$ cat src/rtl/addr_tx_state_machine.sv
// Serial address transmitter: valid/ready handshake on bit 0, then LSB-first shift of the rest.
// Latency: bit 0 the cycle after start, one bit per cycle after ready; backpressure: REQ holds while ready=0.
// Optional even-parity bit after the MSB when ADDR_TX_PARITY_EN is defined.
module addr_tx_state_machine #(
    parameter int ADDR_WIDTH = 12
) (
    input  logic                  clk,
    input  logic                  reset,
    input  logic                  start,
    input  logic [ADDR_WIDTH-1:0] addr_in,
    input  logic                  ready,
    output logic                  valid,
    output logic                  tx_address,
    output logic                  busy,
    output logic                  done
);

    localparam int CW = $clog2(ADDR_WIDTH);
    localparam logic [CW-1:0] LAST_BIT = CW'(ADDR_WIDTH - 1);

    localparam logic [2:0] IDLE  = 3'd0;
    localparam logic [2:0] REQ   = 3'd1;
    localparam logic [2:0] SHIFT = 3'd2;
    localparam logic [2:0] DONE  = 3'd3;
`ifdef ADDR_TX_PARITY_EN
    localparam logic [2:0] PAR   = 3'd4;
`endif

    logic [2:0]            state_q, state_d;
    logic [ADDR_WIDTH-1:0] sh_q, sh_d;
    logic [CW-1:0]         cnt_q, cnt_d;
    logic                  valid_q, valid_d;
    logic                  tx_q, tx_d;
    logic                  busy_q, busy_d;
    logic                  done_q, done_d;
`ifdef ADDR_TX_PARITY_EN
    logic                  par_q, par_d;
`endif

    // tx_d is the bit that will be on the line during the next state, so the
    // outputs stay registered while tracking the state transition exactly.
    always_comb begin
        state_d = state_q;
        sh_d    = sh_q;
        cnt_d   = cnt_q;
        tx_d    = 1'b0;
`ifdef ADDR_TX_PARITY_EN
        par_d   = par_q;
`endif
        case (state_q)
            IDLE: begin
                if (start) begin
                    state_d = REQ;
                    sh_d    = addr_in;
                    cnt_d   = '0;
                    tx_d    = addr_in[0];
`ifdef ADDR_TX_PARITY_EN
                    par_d   = ^addr_in;
`endif
                end
            end
            REQ: begin
                if (ready) begin
                    state_d = SHIFT;
                    sh_d    = sh_q >> 1;
                    cnt_d   = CW'(1);
                    tx_d    = sh_q[1];
                end else begin
                    tx_d    = sh_q[0];
                end
            end
            SHIFT: begin
                if (cnt_q == LAST_BIT) begin
`ifdef ADDR_TX_PARITY_EN
                    state_d = PAR;
                    tx_d    = par_q;
`else
                    state_d = DONE;
`endif
                end else begin
                    sh_d  = sh_q >> 1;
                    cnt_d = cnt_q + CW'(1);
                    tx_d  = sh_q[1];
                end
            end
`ifdef ADDR_TX_PARITY_EN
            PAR:     state_d = DONE;
`endif
            DONE:    state_d = IDLE;
            default: state_d = IDLE;
        endcase
        valid_d = (state_d == REQ);
        busy_d  = (state_d != IDLE);
        done_d  = (state_d == DONE);
    end

    always_ff @(posedge clk or negedge reset) begin
        if (!reset) begin
            state_q <= IDLE;
            sh_q    <= '0;
            cnt_q   <= '0;
            valid_q <= 1'b0;
            tx_q    <= 1'b0;
            busy_q  <= 1'b0;
            done_q  <= 1'b0;
`ifdef ADDR_TX_PARITY_EN
            par_q   <= 1'b0;
`endif
        end else begin
            state_q <= state_d;
            sh_q    <= sh_d;
            cnt_q   <= cnt_d;
            valid_q <= valid_d;
            tx_q    <= tx_d;
            busy_q  <= busy_d;
            done_q  <= done_d;
`ifdef ADDR_TX_PARITY_EN
            par_q   <= par_d;
`endif
        end
    end

    assign valid      = valid_q;
    assign tx_address = tx_q;
    assign busy       = busy_q;
    assign done       = done_q;

endmodule

$ cat config.mk
export PLATFORM = sky130hd
export DESIGN_NAME = addr_tx_state_machine
export DESIGN_NICKNAME = d
export VERILOG_FILES = /design/src/rtl/addr_tx_state_machine.sv
export SDC_FILE = /design/constraint.sdc
export NUM_CORES = 1
export LEC_CHECK = 0
export BUFFER_PORTS_ARGS = -buffer_cell sky130_fd_sc_hd__buf_4
export CELL_PAD_IN_SITES_DETAIL_PLACEMENT = 0
export CELL_PAD_IN_SITES_GLOBAL_PLACEMENT = 2
export CORE_MARGIN = 5
export CORE_UTILIZATION = 35
export DETAILED_ROUTE_END_ITERATION = 8
export MAX_ROUTING_LAYER = met4
export PLACE_DENSITY_LB_ADDON = 0.2
export SLEW_MARGIN = 20
export SYNTH_ARGS = -nofsm -noshare
export SYNTH_HDL_FRONTEND = slang
export SYNTH_SLANG_ARGS = --single-unit
$ cat constraint.sdc
create_clock -name clk -period 2.1 [get_ports clk]
set_input_delay 0.42 -clock clk [delete_from_list [all_inputs] [get_ports clk]]
set_output_delay 0.42 -clock clk [all_outputs]
set_load 0.01 [all_outputs]
==> flow_metrics.py <==
metrics = {
    "synthesis": {
        "syn_inst": 122,
        "synth_area_mm2": 0.00128,
        "yosysUniqueCellTypes": 36,
        "ys_ff_latch": 23,
        "ys_seq_area_share_pct": 45.1,
        "synth_ff_type": "dfrtp_1",
        "syn_avg_cell_area_um2": 10.5,
        "yosysWarnings": 0,
        "synthArstFlopShare_pct": 100,
        "synth-edff-count": 0,
        "mappedNetlistNets": 139,
    },
    "floorplan": {
        "die_y_um": 70.4,
        "start_util_pct": 35.4,
        "die-area_mm2": 0.00495,
        "std_cell_rows": 22,
        "die-width_um": 70.4,
        "ios": 20,
        "core_area_mm2": 0.00361,
    },
    "placed_design": {
        "hpwlAfterDp_mm": 1.99,
        "port_buffers": 19,
        "dp.cells": 186,
        "routabilityCongestion": 0.782,
    },
    "clock_tree": {
        "htree_levels": 1,
        "insertion_delay_ps": 260,
        "cts.sinks": 23,
        "clk_path_buf_depth": 2,
        "cts_tree": "yes",
        "clk_pin_slew_ps": 90,
        "cts_root_buf": "clkbuf_8",
        "cts_resized": 0,
        "post-cts-setup-buffer-count": 0,
        "numCtsBuffers": 3,
        "hold_buffers": 0,
    },
    "global_route": {
        "grt_pass1_vias": 1056,
        "antenna_found_initial": 0,
        "grt.total_usage_pct": 13.4,
        "grt-ovfl-total": 0,
        "grt_pass1_wl_mm": 5.14,
        "grt_max_degree": 24,
    },
    "layout": {
        "layout-area-overhead-vs-synth_pct": 18.4,
        "n_antenna_cell": 0,
        "drive_gt1_share_pct": 29.6,
        "fin_cells": 190,
        "nets": 160,
    },
    "power": {
        "power.total_uw": 1120,
        "powerDensity_mw_per_mm2": 740,
        "ir_drop_mv": 0.221,
        "power_leakage_uw": 0.000616,
    },
    "timing": {
        "min_period_over_period_pct": 81.7,
        "fin_tns_setup_ps": 0,
        "hold_ws_ps": 41.2,
        "finalHoldViolCount": 0,
        "slew_violations": 0,
        "fmax_mhz": 582,
        "rsz0062_at_grt": "no",
        "setup_viol": 0,
        "clock_skew_ps": 7.92,
        "timing.final.crit_period_ps": 1720,
    },
    "drt": {
        "vias": 1026,
        "drtPass1Iterations": 4,
        "final_antenna_net_count": 0,
        "wire_per_inst_um": 15.6,
        "wl_mm": 2.96,
        "drt_iter0_drc": 49,
        "vias_per_cell": 5.40,
        "drc": 0,
    },
    "hold_path": {
        "hp-class": "input port to async pin",
    },
    "worst_setup_path": {
        "critPathLaunchType": "flip-flop",
        "worstPathArrival_ps": 1900,
        "cp_max_fo": 12,
        "crit_path_end_kind": "flip-flop",
        "crit_required_ps": 2280,
        "crit_type": "flip-flop to flip-flop",
    },
    "flow_run": {
        "max-cap-violations": 0,
    },
    "status": {
        "outcome": "finished, final reports clean",
    },
}
-- per-layer routing --
metal	GRT usage [%]	wire length [µm]	vias up
met3	3.02	131	4
met1	18.8	1470	512
met5	-	0	-
met4	3.83	33	0
met2	19.2	1320	16
li1	-	-	494
-- power breakdown --
group          total (µW)  switching [µW]  internal, µW
combinational         264             135           129
sequential            575            55.6           519
clock                 279             144           135
-- Yosys cell counts, drive strengths merged, types with 2 or more instances --
master	count	area, µm²
nor2b	3	18.8
nand3	11	55.1
or2	2	12.5
a31oi	11	131
nand4b	2	17.5
nand2b	2	12.5
inv	7	26.3
dfrtp	23	576
nand2	3	11.3
a311oi	10	87.6
a21oi	2	10.0
buf	6	53.8
o21ai	15	75.1
nor3b	2	20.0
clkbuf	5	18.8
mux2i	2	20.0
nor2	3	11.3
-- cell usage in the layout, fill, tap and decap left out, drive strengths merged --
cell type / netlist / layout
mux2: 1 / 1
o221ai: 1 / 1
xnor2: 1 / 1
nor2b: 3 / 3
o21ai: 15 / 15
o211ai: 1 / 1
a31oi: 11 / 11
xor2: 1 / 1
or2: 2 / 2
conb: 1 / 1
dfrtp: 23 / 23
nand3: 11 / 11
a41oi: 1 / 1
nand3b: 1 / 1
inv: 7 / 7
nand2: 3 / 3
nor3b: 2 / 2
a311oi: 10 / 10
ha: 1 / 1
buf: 6 / 27
and4bb: 1 / 1
a31o: 1 / 1
mux2i: 2 / 2
nand2b: 2 / 2
clkbuf: 5 / 4
nor2: 3 / 3
or3b: 1 / 1
nand4b: 2 / 2
a21oi: 2 / 2
or4: 1 / 1
-- registers in the layout (all words and copies together) (netlist names) --
name and count:
done 1, tx_address 1, valid 1, busy 1
cnt_q 4, sh_q 12, state_q 3
-- through the flow --
stage / cell area, µm² / utilization [%] / worst slack [ps]
2_1_floorplan: 1280 / - / 628
3_3_place_gp: 1470 / 40.7 / 476
3_5_place_dp: 1470 / 40.7 / 412
4_1_cts: 1510 / 41.9 / 386
5_1_grt: 1510 / 41.9 / 275
6_report: 1510 / 41.9 / 383
-- final cells by class --
class | instances | area (µm²)
fill | 365 | 2090
multi-input combinational | 81 | 602
sequential | 23 | 576
timing repair buffer | 27 | 203
tap | 48 | 60.1
clock buffer | 4 | 45.0
inverter | 7 | 26.3
-- worst paths after layout --
check                      cells past startpoint                   end  slack [ps]                 start
max                                            4  sh_q[11]$_DFFE_PN0P_         380  state_q[2]$_DFF_PN0_
min reg2reg                                    2  sh_q[11]$_DFFE_PN0P_         530  sh_q[11]$_DFFE_PN0P_
max reg2reg                                    4  sh_q[11]$_DFFE_PN0P_         380  state_q[2]$_DFF_PN0_
max in group asynchronous                      1  cnt_q[1]$_DFFE_PN0P_        1820                 reset
min                                            1  tx_address$_DFF_PN0_          40                 reset
min in group clk                               3  sh_q[11]$_DFFE_PN0P_         430           addr_in[11]
-- critical path: stages, from the launching register on --
cell and delay, ps:
dfrtp_1 530, and4bb_1 370, a31o_1 240, buf_4 280, mux2i_1 210
-- cell families (layout without fill, tap and decap cells) --
kind of cell | Yosys count | in the layout | share of synthesized area [%]
buffers and inverters | 18 | 38 | 7.74
xor gates and xnor gates | 2 | 2 | 1.37
AOI/OAI and AO/OA | 42 | 42 | 26.5
other | 1 | 1 | 0.294
DFF | 23 | 23 | 45.1
and+or+nand+nor | 32 | 32 | 15.3
muxes | 3 | 3 | 2.74
adders and majority gates | 1 | 1 | 0.980
No activity file was read; power rests on OpenSTA's default activity.
